===== src/rtl/ur408_cr_pkg.sv =====
// Shared constants for the UR408 control-register / PC unit: CR map, STATUS bits, FSM encoding.
package ur408_cr_pkg;

  localparam int unsigned XLEN     = 16;
  localparam int unsigned NIRQ     = 4;
  localparam int unsigned CR_SEL_W = 3;

  // Control-register indices as seen on selector
  localparam logic [CR_SEL_W-1:0] CR_PC     = 3'd0;
  localparam logic [CR_SEL_W-1:0] CR_EPC    = 3'd1;
  localparam logic [CR_SEL_W-1:0] CR_STATUS = 3'd2;
  localparam logic [CR_SEL_W-1:0] CR_IE     = 3'd3;
  localparam logic [CR_SEL_W-1:0] CR_IP     = 3'd4;
  localparam logic [CR_SEL_W-1:0] CR_IVEC   = 3'd5;
  localparam logic [CR_SEL_W-1:0] CR_SCR0   = 3'd6;
  localparam logic [CR_SEL_W-1:0] CR_SCR1   = 3'd7;

  // STATUS bit positions
  localparam int unsigned ST_GIE  = 0;
  localparam int unsigned ST_PGIE = 1;

  typedef enum logic {
    RUN      = 1'b0,
    MEM_WAIT = 1'b1
  } main_state_e;

  // Vector address for interrupt n: two words per vector slot
  function automatic logic [XLEN-1:0] irq_vector(input logic [XLEN-1:0] ivec,
                                                 input logic [1:0]      n);
    return ivec + {13'd0, n, 1'b0};
  endfunction

endpackage


===== src/rtl/ur408_cr_irq.sv =====
// Interrupt front end: synchronises the request lines, detects rising edges into
// the pending register, and picks the lowest-numbered enabled pending line.
// Ports:
//   clk, rst       clock, synchronous active-high reset
//   i_int          raw request lines (level)
//   i_ie, i_gie    enable mask and global enable
//   i_stall        memory stall; no entry while set
//   i_ip_wr        software write to IP this cycle (already stall-gated)
//   i_ip_wdata     write-1-to-clear mask
//   o_irq_c        interrupt entry this cycle (combinational)
//   o_irq_n_c      index of the line being taken (combinational)
//   o_ip           pending register
module ur408_cr_irq
  import ur408_cr_pkg::*;
(
  input  logic            clk,
  input  logic            rst,
  input  logic [NIRQ-1:0] i_int,
  input  logic [NIRQ-1:0] i_ie,
  input  logic            i_gie,
  input  logic            i_stall,
  input  logic            i_ip_wr,
  input  logic [NIRQ-1:0] i_ip_wdata,
  output logic            o_irq_c,
  output logic [1:0]      o_irq_n_c,
  output logic [NIRQ-1:0] o_ip
);

  logic [NIRQ-1:0] r_int_q;
  logic [NIRQ-1:0] r_int_d;
  logic [NIRQ-1:0] r_ip;
  logic [NIRQ-1:0] w_rise;
  logic [NIRQ-1:0] w_pend;
  logic [NIRQ-1:0] w_clr;
  logic [1:0]      w_n;
  logic            w_irq;

  assign w_rise = r_int_q & ~r_int_d;
  assign w_pend = r_ip & i_ie;
  assign w_irq  = i_gie & (|w_pend) & ~i_stall;

  // Priority encoder: int0 wins
  always_comb begin
    w_n = 2'd3;
    if (w_pend[0])      w_n = 2'd0;
    else if (w_pend[1]) w_n = 2'd1;
    else if (w_pend[2]) w_n = 2'd2;
  end

  // Entry clears the taken bit and masks any simultaneous software clear
  always_comb begin
    w_clr = '0;
    if (w_irq)        w_clr = 4'(1) << w_n;
    else if (i_ip_wr) w_clr = i_ip_wdata;
  end

  // Sync flop, edge history and pending bits; a new edge beats a clear
  always_ff @(posedge clk) begin
    if (rst) begin
      r_int_q <= '0;
      r_int_d <= '0;
      r_ip    <= '0;
    end else begin
      r_int_q <= i_int;
      r_int_d <= r_int_q;
      r_ip    <= (r_ip & ~w_clr) | w_rise;
    end
  end

  assign o_irq_c   = w_irq;
  assign o_irq_n_c = w_n;
  assign o_ip      = r_ip;

endmodule


===== src/rtl/ur408_cr.sv =====
// UR408 control-register / program-counter unit: next-fetch-address mux, PC,
// EPC, STATUS, IE, IP, IVEC and scratch CRs, plus the RUN/MEM_WAIT state flop.
// Ports:
//   clk, rst                  clock, synchronous active-high reset
//   pc_next                   next fetch address (combinational)
//   branch_offset             signed PC-relative branch offset
//   r6_r7_data                jump target / apc offset / CR write data
//   cr_data                   CR[selector] read data (combinational)
//   int0..int3                interrupt request lines
//   mem_read/mem_write/mem_ok data-memory handshake
//   branch, bra, jmp, apc, ret, cr_write, selector   decoder strobes
//   main_state                0 = RUN, 1 = MEM_WAIT (registered)
module ur408_cr
  import ur408_cr_pkg::*;
#(
  parameter logic [15:0] RST_PC   = 16'h0000,
  parameter logic [15:0] RST_IVEC = 16'h0010
) (
  input  logic                clk,
  input  logic                rst,
  output logic [XLEN-1:0]     pc_next,
  input  logic [XLEN-1:0]     branch_offset,
  input  logic [XLEN-1:0]     r6_r7_data,
  output logic [XLEN-1:0]     cr_data,
  input  logic                int0,
  input  logic                int1,
  input  logic                int2,
  input  logic                int3,
  input  logic                mem_read,
  input  logic                mem_write,
  input  logic                mem_ok,
  input  logic                branch,
  input  logic [CR_SEL_W-1:0] selector,
  input  logic                cr_write,
  input  logic                ret,
  input  logic                apc,
  input  logic                jmp,
  input  logic                bra,
  output logic                main_state
);

  logic [XLEN-1:0] r_pc;
  logic [XLEN-1:0] r_epc;
  logic            r_gie;
  logic            r_pgie;
  logic [NIRQ-1:0] r_ie;
  logic [XLEN-1:0] r_ivec;
  logic [XLEN-1:0] r_scr0;
  logic [XLEN-1:0] r_scr1;
  main_state_e     r_state;
  main_state_e     w_state_next;

  logic            w_stall;
  logic            w_cr_we;
  logic            w_ret_take;
  logic            w_irq;
  logic [1:0]      w_irq_n;
  logic [NIRQ-1:0] w_ip;
  logic [XLEN-1:0] w_pc_seq;

  assign w_stall    = (mem_read | mem_write) & ~mem_ok;
  assign w_cr_we    = cr_write & ~w_stall;
  assign w_ret_take = ret & ~w_stall & ~w_irq;

  ur408_cr_irq u_irq (
    .clk        (clk),
    .rst        (rst),
    .i_int      ({int3, int2, int1, int0}),
    .i_ie       (r_ie),
    .i_gie      (r_gie),
    .i_stall    (w_stall),
    .i_ip_wr    (w_cr_we && (selector == CR_IP)),
    .i_ip_wdata (r6_r7_data[NIRQ-1:0]),
    .o_irq_c    (w_irq),
    .o_irq_n_c  (w_irq_n),
    .o_ip       (w_ip)
  );

  // Program-flow target ignoring interrupts; also the EPC saved on entry
  always_comb begin
    w_pc_seq = r_pc + 16'd1;
    if (ret)                 w_pc_seq = r_epc;
    else if (jmp)            w_pc_seq = r6_r7_data;
    else if (apc)            w_pc_seq = r_pc + r6_r7_data;
    else if (bra && branch)  w_pc_seq = r_pc + branch_offset;
  end

  always_comb begin
    pc_next = w_pc_seq;
    if (rst)          pc_next = RST_PC;
    else if (w_stall) pc_next = r_pc;
    else if (w_irq)   pc_next = irq_vector(r_ivec, w_irq_n);
  end

  // Main state: next-state logic
  always_comb begin
    w_state_next = RUN;
    if (w_stall) w_state_next = MEM_WAIT;
  end

  // Main state: register
  always_ff @(posedge clk) begin
    if (rst) r_state <= RUN;
    else     r_state <= w_state_next;
  end

  assign main_state = r_state;

  // CR file; interrupt entry takes precedence over software writes to EPC/STATUS
  always_ff @(posedge clk) begin
    if (rst) begin
      r_pc   <= RST_PC;
      r_epc  <= '0;
      r_gie  <= 1'b0;
      r_pgie <= 1'b0;
      r_ie   <= '0;
      r_ivec <= RST_IVEC;
      r_scr0 <= '0;
      r_scr1 <= '0;
    end else begin
      r_pc <= pc_next;
      if (w_irq) begin
        r_epc  <= w_pc_seq;
        r_pgie <= r_gie;
        r_gie  <= 1'b0;
      end else begin
        if (w_cr_we && (selector == CR_EPC)) r_epc <= r6_r7_data;
        if (w_cr_we && (selector == CR_STATUS)) begin
          r_gie  <= r6_r7_data[ST_GIE];
          r_pgie <= r6_r7_data[ST_PGIE];
        end
        if (w_ret_take) r_gie <= r_pgie;
      end
      if (w_cr_we) begin
        case (selector)
          CR_IE:   r_ie   <= r6_r7_data[NIRQ-1:0];
          CR_IVEC: r_ivec <= r6_r7_data;
          CR_SCR0: r_scr0 <= r6_r7_data;
          CR_SCR1: r_scr1 <= r6_r7_data;
          default: ;
        endcase
      end
    end
  end

  always_comb begin
    cr_data = '0;
    case (selector)
      CR_PC:     cr_data = r_pc;
      CR_EPC:    cr_data = r_epc;
      CR_STATUS: cr_data = {14'd0, r_pgie, r_gie};
      CR_IE:     cr_data = {12'd0, r_ie};
      CR_IP:     cr_data = {12'd0, w_ip};
      CR_IVEC:   cr_data = r_ivec;
      CR_SCR0:   cr_data = r_scr0;
      CR_SCR1:   cr_data = r_scr1;
      default:   cr_data = '0;
    endcase
  end

endmodule


===== config.mk =====
export PLATFORM = sky130hd
export DESIGN_NAME = ur408_cr
export DESIGN_NICKNAME = d
export VERILOG_FILES = /design/src/rtl/ur408_cr_pkg.sv /design/src/rtl/ur408_cr_irq.sv /design/src/rtl/ur408_cr.sv
export SDC_FILE = /design/constraint.sdc
export NUM_CORES = 1
export LEC_CHECK = 0
export ABC_AREA = 1
export BUFFER_PORTS_ARGS = -buffer_cell sky130_fd_sc_hd__buf_2
export CORE_MARGIN = 2
export CORE_UTILIZATION = 45
export CTS_CLUSTER_DIAMETER = 40
export DETAILED_ROUTE_END_ITERATION = 10
export PLACE_DENSITY = 0.65
export SLEW_MARGIN = 10
export SYNTH_ARGS = -nofsm -noshare
export SYNTH_HDL_FRONTEND = slang
export SYNTH_HIERARCHICAL = 1
export SYNTH_SLANG_ARGS = --single-unit

===== constraint.sdc =====
create_clock -name clk -period 3.95 [get_ports clk]
set_input_delay 0.79 -clock clk [delete_from_list [all_inputs] [get_ports clk]]
set_output_delay 0.79 -clock clk [all_outputs]
set_load 0.02 [all_outputs]

==> summary.txt <==
GRT
  • Initial antenna violation count: 0
  • Total global routing overflow: 0
  • First-pass GRT wire length: 32500 um
  • Largest net degree at the start of global routing: 45
  • Gr usage total: 28.0%
  • Vias in the first global route: 6087

Power
  • Power Total: 2.56 mW
  • Worst vdd ir: 0.000278 V
  • Power per cell area: 339 nW/um^2
  • Leakage: ~3.4 nW

Timing
  • Clock Skew: 0.00914 ns
  • RSZ-0062 raised after global routing: true
  • Max_slew headroom: 50.7%
  • Worst slew pin tran: 0.739 ns
  • Final period demand of the worst path: 3.83 ns
  • Slew Limit Fails: 0
  • Hold Fails Final Rpt: 0
  • Final setup fails: 0
  • Final Cycle Share: 97.0%
  • Hold WS: between 0.4 and 0.5 ns
  • Max Freq: 261 MHz

Route
  • DR vias: 6944
  • DR DRC count: 0
  • Avg Vias per Cell: 5.50
  • TritonRoute pass-1 iters: 6
  • Routed length per placed instance: 16.9 um
  • Routed WL: 21300 um
  • Antenna-violating nets left: 0
  • Drt initial violations: 699

Logic synthesis
  • Primary FF master, synth: dfxtp_1
  • Synth Area per Inst: 6.46 um^2
  • Synth top area cells: dfxtp_1 (31%), nand2_1 (11%), a21oi_1 (10%)
  • Most numerous cell in the Yosys netlist: nand2_1
  • Cell area after synthesis: 6480 um^2
  • Syn Inst Count: 1003
  • Yosys top cell by area: dfxtp_1
  • Adder-cell share of the synthesized area: 4.48%
  • Post-synthesis sequential area ratio: 30.6%
  • Main combinational cell family by area after synthesis: compound AO/OA/AOI/OAI gates
  • Post-synthesis simple-gate area fraction: between 20% and 30%
  • Syn Nets: 1075
  • Synth warn: 6
  • Most common library cells after synthesis: nand2_1 (188), inv_1 (166), a21oi_1 (129), dfxtp_1 (99), o21ai_0 (94)
  • Synth async-reset ratio: 0%
  • Mux contribution to synthesized area: 0%
  • Unique masters post-synth: 46
  • Synth Area in Compound Gates: roughly 26%
  • Top cell type's share of synthesized area: 30.6%
  • Post-synth EDFFs: 0
  • #FFs+latches synth: 99
  • Xor and xnor area share after synthesis: less than 1%

Clock network
  • H-tree depth: 3
  • Clock-pin slew on the worst setup and hold paths: 0.07 ns
  • Hold_buf cts: 0
  • Clock Latency Late Sink: 0.37 ns
  • CTS buffer count: 9
  • Longest Clk Path Bufs: 2
  • CTS sink count: 99
  • CTS root buffer: clkbuf_16
  • TritonCTS clock tree: yes

Worst setup path
  • CP Data Required Time: 3.16 ns
  • CP endpoint kind: primary output
  • CP Launch Type: input pin
  • Critical path class: in2out
  • Crit-path max FO: 21
  • Worst EP arrival: 3.04 ns

Floorplanning
  • Number of top-level pins: 83
  • Die Area: 15400 um^2
  • Row count: 43
  • Core footprint: between 10000 and 15000 um^2
  • Die H: 124 um
  • Die W: 124 um
  • Initial Utilization: 46.3%

Finish
  • Filler cell count: roughly 1500
  • Footprint of the multi-input gates: 3680 um^2
  • Number of diodes: 0
  • Storage element area: 1980 um^2
  • Final Non-Filler Cells: 1262
  • Nets: 1149
  • Area Overhead vs Synth: 16.7%
  • Layout cells sized above 1: roughly 18%

Hold path
  • HP Class: reg2reg

Job
  • MaxCap Viol Count: 0

Run status
  • Status: finished clean

Placement
  • Port Buf Inserts: 82
  • GP Congestion: 0.985
  • Post-DP HPWL: ~16000 um
  • Placed cell count: 1243
cell usage in the layout (no fill, tap or decap), types with 9 or more instances in the layout:
cell	n
nand3_1	89
nor2_1	39
nand2_2	14
o22ai_1	21
dfxtp_1	98
o21ai_0	87
buf_2	74
a21oi_1	123
ha_1	19
a21oi_2	11
inv_1	163
buf_4	32
clkbuf_16	9
o211ai_1	16
nand2_1	181
inv_2	13
power breakdown:
part / internal, mW / switching [mW] / total, mW
registers: 1.04 / 0.0375 / 1.07
logic: 0.184 / 0.347 / 0.531
clock network: 0.522 / 0.431 / 0.953
area by class of cell:
class	instances	share of cell area, %
repair buffers	109	8.76
well taps	180	2.98
clock buffers	10	3.16
multi-input cells	677	48.7
flip-flops and latches	99	26.3
inverters	181	9.04
clock inverters	6	1.09
worst max-delay path: stages:
cell and delay, ns:
buf_2 0.12, inv_2 0.06, buf_12 0.15, nand3_1 0.10
o21ai_0 0.13, ha_1 0.35, nand2_1 0.10, nor2_2 0.12
nand3_1 0.10, nand2_1 0.12, nand2_1 0.08, nand3_1 0.09
nand3_1 0.13, nand2_1 0.15, nand3_2 0.12, a21oi_2 0.19
buf_6 0.14
metrics by stage:
stage          setup WS [ns]  instance area, um^2  TNS, ns  util, %
2_1_floorplan          0.162                 6480        0        -
3_3_place_gp          0.0482                 7100        0     50.8
3_5_place_dp          0.0197                 7100        0     50.8
4_1_cts               0.0174                 7420        0     53.1
5_1_grt              -0.0356                 7550  -0.0825     54.0
6_report               0.118                 7550        0     54.0
routing by layer:
| layer | vias to the layer above | GRT usage [%] | wire [um] |
|---|---|---|---|
| met5 | - | 0 | 0 |
| met4 | 0 | 5.41 | 329 |
| met3 | 23 | 6.50 | 2200 |
| met2 | 306 | 39.4 | 8760 |
| met1 | 3152 | 43.1 | 10000 |
| li1 | 3463 | - | - |
timing repair:
| item | CTS | global route |
|---|---|---|
| setup buffers | 0 | 3 |
| endpoints found under the setup margin | 0 | 15 |
| gates resized for setup | 0 | 45 |
logic make-up (layout without fill, tap and decap cells):
logic type,Yosys count,in the layout
AOI/OAI and AO/OA,296,296
DFF,99,99
adders and majority gates,22,22
buffers and inverters,227,306
xor gates and xnor gates,4,4
and+or+nand+nor,355,355
registers in the layout (all words and copies together) (netlist names):
register / flops
r_epc: 16
r_ivec: 16
r_pc: 16
r_scr0: 16
r_scr1: 16
r_ie: 4
u_irq/o_ip: 4
u_irq/r_int_d: 4
u_irq/r_int_q: 4
main_state: 1
r_gie: 1
r_pgie: 1
final timing paths:
| check | startpoint | slack [ns] | endpoint | cells past startpoint |
|---|---|---|---|---|
| worst max-delay path | apc | 0.12 | pc_next[15] | 17 |
| worst max register to register | r_ie[2] | 1.59 | r_pc[11] | 15 |
| worst min register to register | u_irq/r_int_q[1] | 0.42 | u_irq/r_int_d[1] | 2 |
| worst min-delay path | u_irq/r_int_q[1] | 0.42 | u_irq/r_int_d[1] | 2 |
(Power assumes the default switching activity.)
